`config.mk`:
```
export PLATFORM = sky130hd
export DESIGN_NAME = uart_mmio
export DESIGN_NICKNAME = d
export VERILOG_FILES = /design/src/rtl/uart_mmio_pkg.sv /design/src/rtl/uart_mmio_sync_fifo.sv /design/src/rtl/uart_mmio.sv
export SDC_FILE = /design/constraint.sdc
export NUM_CORES = 1
export LEC_CHECK = 0
export CAP_MARGIN = 15
export CELL_PAD_IN_SITES_DETAIL_PLACEMENT = 0
export CELL_PAD_IN_SITES_GLOBAL_PLACEMENT = 1
export CORE_UTILIZATION = 31
export DETAILED_ROUTE_END_ITERATION = 7
export PLACE_DENSITY_LB_ADDON = 0.1
export SYNTH_ARGS = -nofsm -noshare
export SYNTH_HDL_FRONTEND = slang
export SYNTH_SLANG_ARGS = --single-unit
```
`constraint.sdc`:
```
create_clock -name clk -period 4 [get_ports clk]
set_input_delay 0.8 -clock clk [delete_from_list [all_inputs] [get_ports clk]]
set_output_delay 0.8 -clock clk [all_outputs]
set_load 0.005 [all_outputs]
```
`src/rtl/uart_mmio_pkg.sv`:
```
// Shared constants for the console UART register window: base address,
// register offsets, LSR bit positions and the "no character" reply code.
package uart_mmio_pkg;

  localparam logic [63:0] UART_BASE    = 64'h0000_0000_1000_0000;
  localparam logic [2:0]  UART_OFF_THR = 3'd0;
  localparam logic [2:0]  UART_OFF_LSR = 3'd5;
  localparam logic [7:0]  UART_RX_NONE = 8'hFF;

  localparam int LSR_DR   = 0;
  localparam int LSR_OE   = 1;
  localparam int LSR_THRE = 5;
  localparam int LSR_TEMT = 6;

  typedef struct packed {
    logic temt;
    logic thre;
    logic oe;
    logic dr;
  } lsr_bits_t;

  function automatic logic [7:0] lsr_pack(input lsr_bits_t b);
    logic [7:0] v;
    v           = 8'h00;
    v[LSR_DR]   = b.dr;
    v[LSR_OE]   = b.oe;
    v[LSR_THRE] = b.thre;
    v[LSR_TEMT] = b.temt;
    return v;
  endfunction

endpackage

```
`src/rtl/uart_mmio_sync_fifo.sv`:
```
// Single-clock FIFO with a combinational head. A push while full is only
// taken when a pop frees the slot in the same cycle.
module uart_mmio_sync_fifo #(
  parameter int WIDTH = 8,
  parameter int DEPTH = 8,
  localparam int PTR_W = $clog2(DEPTH),
  localparam int CNT_W = PTR_W + 1
) (
  input  logic             clk,
  input  logic             rst,
  input  logic             push,
  input  logic             pop,
  input  logic [WIDTH-1:0] din,
  output logic [WIDTH-1:0] dout,
  output logic             full,
  output logic             empty,
  output logic [CNT_W-1:0] count
);

  logic [WIDTH-1:0] mem_q [DEPTH];
  logic [WIDTH-1:0] mem_d [DEPTH];
  logic [PTR_W-1:0] wr_ptr_q, wr_ptr_d;
  logic [PTR_W-1:0] rd_ptr_q, rd_ptr_d;
  logic [CNT_W-1:0] count_q, count_d;
  logic             do_push, do_pop;

  assign full  = (count_q == CNT_W'(DEPTH));
  assign empty = (count_q == '0);
  assign count = count_q;
  assign dout  = mem_q[rd_ptr_q];

  always_comb begin
    do_pop   = pop && !empty;
    do_push  = push && (!full || do_pop);
    wr_ptr_d = do_push ? wr_ptr_q + PTR_W'(1) : wr_ptr_q;
    rd_ptr_d = do_pop  ? rd_ptr_q + PTR_W'(1) : rd_ptr_q;
    count_d  = count_q;
    case ({do_push, do_pop})
      2'b10:   count_d = count_q + CNT_W'(1);
      2'b01:   count_d = count_q - CNT_W'(1);
      default: count_d = count_q;
    endcase
    mem_d = mem_q;
    if (do_push) mem_d[wr_ptr_q] = din;
  end

  always_ff @(posedge clk) begin
    if (rst) begin
      wr_ptr_q <= '0;
      rd_ptr_q <= '0;
      count_q  <= '0;
    end else begin
      wr_ptr_q <= wr_ptr_d;
      rd_ptr_q <= rd_ptr_d;
      count_q  <= count_d;
    end
  end

  // Storage needs no reset: the head is only consumed while count > 0.
  always_ff @(posedge clk) begin
    mem_q <= mem_d;
  end

endmodule

```
`src/rtl/uart_mmio.sv`:
```
// Memory-mapped console UART: THR stores feed a paced TX FIFO towards
// uart_out; uart_in is polled into a one-byte RBR with 16550-style LSR.
module uart_mmio
  import uart_mmio_pkg::*;
#(
  parameter logic [63:0] BASE_ADDR = UART_BASE,
  parameter int          TX_DEPTH  = 8,
  parameter int          TX_GAP    = 4,
  parameter int          RX_POLL   = 16
) (
  input  logic        clk,
  input  logic        rst,
  input  logic        mem_write,
  input  logic        mem_read,
  input  logic [63:0] data_addr,
  input  logic [63:0] write_data,
  output logic        hit,
  output logic [63:0] read_data,
  output logic        io_uart_out_valid,
  output logic [7:0]  io_uart_out_ch,
  output logic        io_uart_in_valid,
  input  logic [7:0]  io_uart_in_ch
);

  // mem_read/mem_write are single-cycle strobes with no ready: any access
  // qualified by hit completes in the cycle it is presented. The uart_out
  // and uart_in strobes are likewise one-cycle pulses the simulator must take.

  localparam int CNT_W  = $clog2(TX_DEPTH) + 1;
  localparam int GAP_W  = (TX_GAP  > 1) ? $clog2(TX_GAP)  : 1;
  localparam int POLL_W = (RX_POLL > 1) ? $clog2(RX_POLL) : 1;
  localparam logic [GAP_W-1:0]  GAP_MAX  = GAP_W'(TX_GAP - 1);
  localparam logic [POLL_W-1:0] POLL_MAX = POLL_W'(RX_POLL - 1);

  logic [GAP_W-1:0]  gap_q, gap_d;
  logic [POLL_W-1:0] poll_q, poll_d;
  logic [7:0]        rx_hold_q, rx_hold_d;
  logic              dr_q, dr_d;
  logic              oe_q, oe_d;

  logic [2:0]        off;
  logic              thr_wr, rbr_rd, lsr_rd;
  logic              gap_sat, tx_pop, tx_drop;
  logic              poll_fire, rx_got;
  logic              fifo_full, fifo_empty;
  logic [7:0]        fifo_dout;
  logic [CNT_W-1:0]  tx_count_unused;
  logic              unused_wdata;
  logic [7:0]        lsr;

  assign off          = data_addr[2:0];
  assign hit          = (data_addr[63:3] == BASE_ADDR[63:3]);
  assign unused_wdata = ^write_data[63:8];

  uart_mmio_sync_fifo #(
    .WIDTH (8),
    .DEPTH (TX_DEPTH)
  ) u_tx_fifo (
    .clk   (clk),
    .rst   (rst),
    .push  (thr_wr),
    .pop   (tx_pop),
    .din   (write_data[7:0]),
    .dout  (fifo_dout),
    .full  (fifo_full),
    .empty (fifo_empty),
    .count (tx_count_unused)
  );

  always_comb begin
    thr_wr  = mem_write && hit && (off == UART_OFF_THR);
    rbr_rd  = mem_read  && hit && (off == UART_OFF_THR);
    lsr_rd  = mem_read  && hit && (off == UART_OFF_LSR);
    gap_sat = (gap_q == GAP_MAX);
    // Gating with rst keeps the reset cycle silent even with bytes queued.
    tx_pop  = !rst && !fifo_empty && gap_sat;
    tx_drop = thr_wr && fifo_full && !tx_pop;

    gap_d = gap_q;
    if (tx_pop)        gap_d = '0;
    else if (!gap_sat) gap_d = gap_q + GAP_W'(1);

    poll_fire = !rst && !dr_q && (poll_q == POLL_MAX);
    rx_got    = poll_fire && (io_uart_in_ch != UART_RX_NONE);
    if (dr_q || poll_fire) poll_d = '0;
    else                   poll_d = poll_q + POLL_W'(1);

    rx_hold_d = rx_got ? io_uart_in_ch : rx_hold_q;
    // A fresh byte outranks a clearing read so it is never lost.
    if (rx_got)      dr_d = 1'b1;
    else if (rbr_rd) dr_d = 1'b0;
    else             dr_d = dr_q;

    if (tx_drop)     oe_d = 1'b1;
    else if (lsr_rd) oe_d = 1'b0;
    else             oe_d = oe_q;
  end

  always_comb begin
    lsr = lsr_pack('{temt: fifo_empty, thre: !fifo_full, oe: oe_q, dr: dr_q});
    read_data = '0;
    if (hit) begin
      case (off)
        UART_OFF_THR: read_data = {56'b0, (dr_q ? rx_hold_q : 8'h00)};
        UART_OFF_LSR: read_data = {56'b0, lsr};
        default:      read_data = '0;
      endcase
    end
  end

  assign io_uart_out_valid = tx_pop;
  assign io_uart_out_ch    = tx_pop ? fifo_dout : 8'h00;
  assign io_uart_in_valid  = poll_fire;

  always_ff @(posedge clk) begin
    if (rst) begin
      gap_q     <= GAP_MAX;
      poll_q    <= '0;
      rx_hold_q <= '0;
      dr_q      <= 1'b0;
      oe_q      <= 1'b0;
    end else begin
      gap_q     <= gap_d;
      poll_q    <= poll_d;
      rx_hold_q <= rx_hold_d;
      dr_q      <= dr_d;
      oe_q      <= oe_d;
    end
  end

endmodule

```
==> results of run 1 <==
[registers in the layout, summed over array words and instances, names as in the netlist]
| signal | count |
|---|---|
| u_tx_fifo.count | 4 |
| dr_q | 1 |
| u_tx_fifo.rd_ptr_q | 3 |
| rx_hold_q | 8 |
| poll_q | 4 |
| oe_q | 1 |
| gap_q | 2 |
| u_tx_fifo.wr_ptr_q | 3 |
| u_tx_fifo.mem_q | 64 |
[timing repair]
action | in CTS | in global routing
pin swaps | 1 | 1
setup buffers | 0 | 0
gates resized for setup | 7 | 5
endpoints found under the setup margin | 5 | 6
[Yosys cell counts, drive strengths merged (2+ instances only)]
cell	instances
nor4	14
mux4	16
dfxtp	26
inv	4
and3	2
clkbuf	6
nand3	9
nand4	6
ha	7
a21oi	9
or3	4
buf	62
nor3b	2
and2	4
a32oi	3
xnor2	3
nand2b	3
xor2	5
edfxtp	64
nor2	35
o21ai	10
nor3	7
mux2i	17
nand2	13
[report_power, final]
group,internal [mW],switching (mW)
logic,0.0798,0.0480
clock network,0.486,0.342
registers,0.999,0.00195
total,1.56,0.392
[worst min path at each step]
stage	cells after the start	slack [ns]	start	to
floorplan	1	0.42	poll_q[0]	poll_q[0]
global placement	1	0.44	poll_q[0]	poll_q[0]
detailed placement	1	0.44	poll_q[0]	poll_q[0]
CTS	1	0.46	poll_q[0]	poll_q[0]
global route	1	0.51	poll_q[0]	poll_q[0]
finish	1	0.45	poll_q[0]	poll_q[0]
[per-layer routing]
metal / track usage [%] / wire (um) / up-vias
met3: 2.804 / 563 / 7
met4: 5.625 / 131 / 0
li1: - / - / 1391
met1: 16.20 / 3854 / 1376
met5: 0 / 0 / -
met2: 23.74 / 4700 / 131
[layout by cell type, fill, tap and decap left out, types with 4 or more instances in the layout]
cell type,instances
a21oi_1,9
nor4_1,9
clkbuf_16,9
clkdlybuf4s50_1,97
nor4_2,5
xor2_1,5
nor3_1,7
dlymetal6s2s_1,4
nand4_1,6
nand2_1,13
mux4_2,16
and2_1,4
nor2_1,35
nand3_1,9
conb_1,56
dfxtp_1,26
o21ai_0,10
buf_4,21
mux2i_1,17
or3_1,4
ha_1,7
edfxtp_1,64
[cell type report]
| class | count | area [sq um] | share of cell area (%) |
|---|---|---|---|
| Clock buffer | 10 | 229.0 | 3.952 |
| Clock inverter | 5 | 63.81 | 1.101 |
| Inverter | 4 | 15.01 | 0.2591 |
| Multi-Input combinational cell | 234 | 1617 | 27.90 |
| Sequential cell | 90 | 2442 | 42.15 |
| Tap cell | 176 | 220.2 | 3.800 |
| Timing Repair Buffer | 124 | 1207 | 20.84 |
[worst max-delay path: cells and delay by family]
| family | cells | cell delay (ns) |
|---|---|---|
| buffers and inverters | 4 | 1.27 |
| and+or+nand+nor | 4 | 1.02 |
[kinds of logic after synthesis]
group	share of synthesized area, %
other	0.08692
AND/OR/NAND/NOR	12.82
XOR/XNOR	1.624
flip-flops	56.61
adder cells (fa/ha/maj)	2.030
AO/OA/AOI/OAI	3.132
multiplexers	12.30
buffers and inverters	11.40
==> key figures, run 1 <==
STA
  – Final Worst Setup Slack: roughly 0.11 ns
  – Clock Skew: 0.004370 ns
  – Hold_ws: 0.4545 ns
  – Final Critical Period: 3.895 ns
  – Slew HR: 57.16%
  – Worst Tran Pin Value: around 0.64 ns
  – Final worst-path cycle share: a little over nine tenths
  – Max Clk Rate: roughly 0.26 GHz
  – RSZ-0062 raised after global routing: no
  – Slew Viols, Final: 0
  – Final hold vios: 0
  – Finish-stage setup viols: 0
  – Setup TNS: 0 ns

Cells and area
  – FILL cells: 1,267
  – Layout area overhead: 34.31%
  – Layout cells sized above 1: between 10% and 20%
  – Final Util: a little over two fifths
  – N_diodes: 0
  – Post-route cell area: 5794 sq um
  – Fin cells: approximately 640
  – Final net count: 610

Route
  – Initial DRC Count: about 170
  – Vias/cell: ~4.5
  – Wire per inst: roughly 14 um
  – Antenna Nets Post-Route: 0
  – Routed WL: roughly 9.3 mm
  – Pre-antenna DRT Iters: 4
  – Vias: 2,905
  – Post-detailed-route DRC marker count: 0

Yosys
  – Largest area contributor in the netlist: edfxtp_1
  – Async S/R FF share, synth: 0%
  – Register area share after synthesis: between 50 and 60%
  – Post-synth EDFFs: 64
  – Share of the synthesized area in the top cell type: about 45%
  – Post-Syn Instances: around 340
  – Count of different cell masters after synthesis: 38
  – Post-synth top flop: edfxtp_1
  – Synthesized area per cell: between 10 and 15 sq um
  – Syn Std Cell Area: ~4300 sq um
  – Top cells by area, synth: edfxtp_1, dfxtp_1, buf_4
  – Synthesized flop and latch total: 90
  – Synth warn: 0

Setup path
  – CP Capture Type: output port
  – R2r worst-path depth: 11
  – Slowest CP cell: clkdlybuf4s50_1
  – Worst Path Max Fanout: 12
  – Worst setup path end: read_data[5]
  – CP Cell Sequence: clkdlybuf4s50_1, nor4b_2, buf_4, nand4_1, or4_4, buf_4, nor2_1, clkdlybuf4s50_1
  – R2r setup slk: around 1.4 ns
  – CP startpoint kind: input port
  – CP Launch Point: data_addr[11]
  – Crit path DAT: between 3 and 4 ns
  – Worst Path Required: 3.20 ns
  – Crit-path max cell delay: 0.52 ns
  – Crit Reg-Reg Endpoint: u_tx_fifo.count[2]
  – Kind of critical path: input port to output port
  – R2r startpoint: u_tx_fifo.count[0]

Clock network
  – H-tree Lvls: 3
  – Sink Count: 90
  – Root buffer cell: clkbuf_16
  – Clk_lat worst skew: 0.33 ns
  – CTS max path bufs: 2
  – Post-CTS Hold Fix Bufs: 0
  – TritonCTS clock tree: yes
  – Clk slew on worst S/H paths: around 0.060 ns
  – CTS Buf Count: 9

Place
  – Port bufs: 102
  – Place WS: -0.09873 ns
  – Routability Congestion: about 0.7
  – Placed Area: approximately 5500 sq um
  – Post-DP HPWL: 6.901 mm
  – Placed cells: approximately 630

Global routing
  – Total gr overflow: 0
  – Vias in the first global route: 2,808
  – All-Layer GR Usage: a little over an eighth
  – Initial antenna violation count: 0
  – Largest net degree at the start of global routing: 24
  – Global-route wire length before repair: 14.53 mm

Pwr
  – Leakage: between 2 and 2.5 nW
  – PwrDens: roughly 340 nW/um^2
  – Max IR drop VDD: about 0.00022 V
  – Overall power: just under 2 mW

Floorplanning
  – Number of core rows: 42
  – Core area: between 10,000 and 15,000 sq um
  – Die area: 14,390 sq um
  – Die X-Extent: about 120 um
  – Initial core utilization: between 30% and 40%
  – Die Ht: 120.0 um
  – # IOs: approximately 220

Outcome
  – Outcome: complete, no violations

Worst hold path
  – Hold Crit Class: register to register

Run
  – Max Cap Viol: 0
Power figures use the tool's default switching activity.
==> run 2: changes to the inputs <==
--- a/config.mk
+++ b/config.mk
@@ -8,9 +8,10 @@
 export CAP_MARGIN = 15
 export CELL_PAD_IN_SITES_DETAIL_PLACEMENT = 0
 export CELL_PAD_IN_SITES_GLOBAL_PLACEMENT = 1
+export CORE_MARGIN = 1
 export CORE_UTILIZATION = 31
 export DETAILED_ROUTE_END_ITERATION = 7
-export PLACE_DENSITY_LB_ADDON = 0.1
+export PLACE_DENSITY = 0.83
 export SYNTH_ARGS = -nofsm -noshare
 export SYNTH_HDL_FRONTEND = slang
 export SYNTH_SLANG_ARGS = --single-unit
==> key figures, run 2 (same netlist as run 1, synthesis figures left out) <==
Cells and area
  – Post-route cell area: between 5000 and 6000 sq um
  – N_diodes: 0
  – Largest register FFs: 64
  – Layout cells sized above 1: approximately an eighth
  – FILL cells: 1,241
  – Final net count: 606
  – Final Util: a little over two fifths
  – Layout area overhead: 33.27%
  – Largest Register: u_tx_fifo.mem_q
  – Largest regs: u_tx_fifo.mem_q (64), rx_hold_q (8)
  – Fin cells: 640
  – Most frequent cells in the layout: clkdlybuf4s50_1, edfxtp_1, conb_1
  – Leading cell type in the layout, fill and taps excluded: clkdlybuf4s50_1

Clock network
  – Sink Count: 90
  – Root buffer cell: clkbuf_16
  – TritonCTS clock tree: yes
  – H-tree Lvls: 3
  – Setup Buffers After CTS: 0
  – CTS max path bufs: 2
  – Clk_lat worst skew: 0.34 ns
  – Clk slew on worst S/H paths: 0.06 ns
  – CTS Buf Count: 9

STA
  – Slew Viols, Final: 0
  – Slew HR: between 40% and 50%
  – Max Clk Rate: approximately 0.25 GHz
  – Clock Skew: between 0.008 and 0.009 ns
  – RSZ-0062 raised after global routing: no
  – Final hold vios: 0
  – Hold_ws: between 0.4 and 0.5 ns
  – Final Critical Period: between 3 and 4 ns
  – Finish-stage setup viols: 0
  – Final Worst Setup Slack: 0.06321 ns
  – Final worst-path cycle share: between 90% and 100%
  – Worst Tran Pin Value: roughly 0.84 ns

Place
  – Port bufs: slightly above 100
  – Placed cells: around 620
  – Post-DP HPWL: around 6.5 mm
  – Place WS: -0.07392 ns
  – Routability Congestion: around 0.75
  – Placed Area: between 5000 and 6000 sq um

Pwr
  – Leakage: 2.080 nW
  – PwrDens: about 340 nW/um^2
  – Max IR drop VDD: roughly 0.00024 V

Route
  – Uppermost routed layer: met4
  – Post-detailed-route DRC marker count: 0
  – DR WL met2: a little under 5 mm
  – Met3 WL: approximately 460 um
  – Vias: slightly below 3k
  – Wire length on met1: around 3.4 mm
  – Wire per inst: about 14 um
  – Pre-antenna DRT Iters: 4
  – Antenna Nets Post-Route: 0
  – Vias/cell: approximately 4.6
  – Initial DRC Count: approximately 130
  – Routed WL: roughly 8.9 mm

Setup path
  – Worst Path Max Fanout: 4
  – Worst Path Required: ~3.2 ns
  – CP startpoint kind: input port
  – Kind of critical path: input port to output port
  – CP Capture Type: output port
  – Crit path DAT: 3.14 ns

Global routing
  – Initial antenna violation count: 0
  – Global-route wire length before repair: about 14 mm
  – Total gr overflow: 0
  – Vias in the first global route: around 2.8k
  – All-Layer GR Usage: about an eighth
  – Largest net degree at the start of global routing: 24

Outcome
  – Outcome: complete, no violations

Floorplanning
  – Die Ht: around 120 um
  – Core area: ~13,000 sq um
  – Number of core rows: 42
  – Initial core utilization: around 32%
  – Die X-Extent: between 100 and 150 um
  – Die area: roughly 14,000 sq um
  – # IOs: around 220

Worst hold path
  – Hold Crit Class: register to register

Run
  – Max Cap Viol: 0
## run 2: area by class of cell
cell class / count / area (sq um) / share of cell area [%]
Sequential cell: 90 / 2442 / 42.48
Multi-Input combinational cell: 234 / 1617 / 28.12
Timing Repair Buffer: 120 / 1155 / 20.09
Clock buffer: 9 / 225.2 / 3.917
Tap cell: 176 / 220.2 / 3.830
Clock inverter: 7 / 75.07 / 1.306
Inverter: 4 / 15.01 / 0.2612
## run 2: per-stage QoR
stage               power [mW]  TNS, ns
CTS                      1.985        0
global placement         1.143  -0.2130
floorplan                1.086        0
detailed placement       1.146  -0.3270
finish                   1.968        0
global route             2.032        0
## run 2: critical path, stage by stage
cell and delay, ns:
clkdlybuf4s50_1 0.44, nor4_2 0.28, nand4_1 0.14, or4_4 0.58
inv_2 0.07, and3_4 0.19, and2_1 0.13, clkdlybuf4s50_1 0.50
## run 2: power by group
part           internal, mW  switching (mW)  total [mW]  leakage, nW
Clock                 0.489           0.350       0.839        0.146
Sequential            0.999         0.00202        1.00        0.785
Combinational        0.0800          0.0482       0.128         1.15
Total                  1.57           0.400        1.97         2.08
## run 2: path summary, 6_finish.rpt
check                          start                  to  slack (ns)  depth (start not counted)
setup / recovery       data_addr[10]        read_data[4]        0.06                          8
setup reg to reg  u_tx_fifo.count[1]  u_tx_fifo.count[2]        1.03                         10
hold reg to reg            poll_q[0]           poll_q[0]        0.47                          1
hold / removal             poll_q[0]           poll_q[0]        0.47                          1
## run 2: timing repair
item                                   in CTS  in global routing
endpoints found under the hold margin       0                  0
pin swaps                                   0                  2
setup endpoints to repair                   5                  4
resized for setup                           5                  2
hold buffers                                0                  0
## run 2: layer usage
metal  vias up  global-route usage (%)
met1      1395                   13.52
met3        15                   2.329
met4         0                   6.016
met5         -                       0
met2       115                   23.38
li1       1387                       -
==> run 3: changes to the inputs <==
--- a/config.mk
+++ b/config.mk
@@ -8,7 +8,7 @@
 export CAP_MARGIN = 15
 export CELL_PAD_IN_SITES_DETAIL_PLACEMENT = 0
 export CELL_PAD_IN_SITES_GLOBAL_PLACEMENT = 1
-export CORE_MARGIN = 1
+export CORE_MARGIN = 4
 export CORE_UTILIZATION = 31
 export DETAILED_ROUTE_END_ITERATION = 7
 export PLACE_DENSITY = 0.83
==> key figures, run 3 (same netlist as run 1, synthesis figures left out) <==
Outcome
  – Outcome: complete, no violations

Floorplanning
  – Die area: around 16,000 sq um
  – Die X-Extent: around 130 um
  – Die Ht: ~130 um
  – Number of core rows: 42
  – # IOs: ~220
  – Core area: approximately 13,000 sq um
  – Initial core utilization: between 30% and 40%

STA
  – Slew HR: between 40 and 50%
  – RSZ-0062 raised after global routing: yes
  – Finish-stage setup viols: 0
  – Slew Viols, Final: 0
  – Worst Tran Pin Value: approximately 0.86 ns
  – Final worst-path cycle share: between 90% and 100%
  – Max Clk Rate: 0.2589 GHz
  – Final Critical Period: between 3 and 4 ns
  – Final hold vios: 0
  – Clock Skew: 0.004722 ns

Cells and area
  – Layout area overhead: 34.11%
  – Final net count: between 600 and 700
  – N_diodes: 0
  – Largest Register: u_tx_fifo.mem_q
  – Leading cell type in the layout, fill and taps excluded: clkdlybuf4s50_1
  – Most frequent cells in the layout: clkdlybuf4s50_1, edfxtp_1, conb_1
  – Final Util: a little over two fifths
  – Largest register FFs: 64
  – FILL cells: approximately 1.2k
  – Largest regs: u_tx_fifo.mem_q (64), rx_hold_q (8)
  – Post-route cell area: a little under 6000 sq um
  – Layout cells sized above 1: 13.20%

Pwr
  – Clock share of power: 44.1%
  – Combinational fraction of design power: between 6 and 7%
  – Leakage: 2.164 nW
  – Flop pwr share: 49.6%
  – Max IR drop VDD: ~0.00024 V
  – NetSw: roughly 0.39 mW
  – Sw Share: roughly a fifth
  – Internal power: 1.631 mW
  – PwrDens: 348.8 nW/um^2

Clock network
  – H-tree Lvls: 3
  – CTS max path bufs: 2
  – Post-CTS Hold Fix Bufs: 0
  – Root buffer cell: clkbuf_16
  – Clk_lat worst skew: ~0.33 ns
  – Clk slew on worst S/H paths: 0.06 ns
  – TritonCTS clock tree: yes
  – Sink Count: 90
  – CTS Buf Count: 9

Global routing
  – Largest net degree at the start of global routing: 24
  – Vias in the first global route: between 3k and 4k
  – Initial antenna violation count: 0
  – Total gr overflow: 0
  – Global-route wire length before repair: 14.35 mm
  – All-Layer GR Usage: between 10% and 20%

Route
  – Post-detailed-route DRC marker count: 0
  – Vias/cell: approximately 4.6
  – Pre-antenna DRT Iters: 4
  – Antenna Nets Post-Route: 0
  – Routed WL: 9.224 mm
  – Vias: 2,903
  – Wire per inst: approximately 14 um
  – Initial DRC Count: ~190

Setup path
  – Crit-path max cell delay: roughly 0.55 ns
  – Crit Reg-Reg Endpoint: u_tx_fifo.count[2]
  – Worst Path Required: ~3.2 ns
  – Kind of critical path: input port to output port
  – CP startpoint kind: input port
  – Critical Path Most Common Cell: clkdlybuf4s50_1
  – CP Capture Type: output port
  – R2r worst-path depth: 10
  – Slowest CP cell: or4_4
  – Crit path DAT: between 3 and 4 ns
  – Worst Path Max Fanout: 12
  – CP Cell Sequence: clkdlybuf4s50_1, nor4_1, nand4_1, or4_4, buf_4, nor2_2, clkdlybuf4s50_1
  – R2r setup slk: roughly 0.98 ns
  – R2r startpoint: u_tx_fifo.count[1]

Run
  – Max Cap Viol: 0

Place
  – Placed Area: 5405 sq um
  – Routability Congestion: 0.8119
  – Port bufs: around 100
  – Post-DP HPWL: 6.860 mm

Worst hold path
  – Hold Crit Class: register to register
  – Worst hold stages: 1
  – Hold path startpoint: poll_q[0]
  – Min-Delay Endpoint: poll_q[0]
==> run 3: worst max-delay path, delay by kind of cell <==
family	cells	cell delay, ns
AND/OR/NAND/NOR	4	1.10
buffers and inverters	3	1.16
==> run 3: layout make-up <==
class                      count  area [sq um]  share of cell area, %
tap                          176         220.2                  3.806
sequential                    90          2442                  42.21
clock inverter                 5         85.08                  1.471
multi-input combinational    234          1637                  28.29
clock buffer                  11         232.7                  4.022
timing repair buffer         118          1154                  19.94
inverter                       4         15.01                 0.2595
==> run 3: per-stage QoR <==
| step | hold slack [ns] | cells | setup slack (ns) | setup TNS [ns] | total power [mW] |
|---|---|---|---|---|---|
| finish | 0.4456 | 638 | 0.1373 | 0 | 2.018 |
| global route | 0.4603 | 638 | -0.002493 | -0.004977 | 2.090 |
| detailed placement | 0.4359 | 622 | -0.02206 | -0.08987 | 1.145 |
| floorplan | 0.4175 | 396 | 0.8035 | 0 | 1.086 |
| CTS | 0.4444 | 638 | 0.002759 | 0 | 2.034 |
| global placement | 0.4296 | 622 | -0.04993 | -0.1668 | 1.142 |
==> run 3: worst max path at each step <==
| stage | start | end | slack, ns |
|---|---|---|---|
| 2_1_floorplan | data_addr[12] | u_tx_fifo.count[2] | 0.80 |
| 3_5_place_dp | data_addr[10] | read_data[4] | -0.02 |
| 4_1_cts | data_addr[10] | read_data[4] | 0.003 |
| 3_3_place_gp | data_addr[10] | read_data[0] | -0.05 |
| 5_1_grt | data_addr[40] | read_data[1] | -0.002 |
| 6_report | data_addr[42] | read_data[1] | 0.14 |
==> run 3: power groups by stage <==
| stage | sequential (mW) | combinational [mW] | clock, mW |
|---|---|---|---|
| 6_report | 1.00 | 0.128 | 0.889 |
| 3_3_place_gp | 1.02 | 0.122 | 0 |
| 2_1_floorplan | 1.02 | 0.0652 | 0 |
| 3_5_place_dp | 1.02 | 0.124 | 0 |
| 5_1_grt | 1.00 | 0.140 | 0.950 |
| 4_1_cts | 1.00 | 0.125 | 0.908 |
==> run 3: routing by layer <==
metal	up-vias	global-route usage, %	routed length (um)
met1	1382	12.34	3422
met3	15	2.032	539
met4	0	4.543	187
met2	118	21.82	5076
met5	-	0	0
li1	1388	-	-
==> run 3: repair_timing <==
| item | CTS | global route |
|---|---|---|
| gates cloned | 0 | 0 |
| resized for setup | 1 | 14 |
| buffers inserted | 0 | 0 |
| setup endpoints to repair | 5 | 6 |
| pin swaps | 0 | 6 |
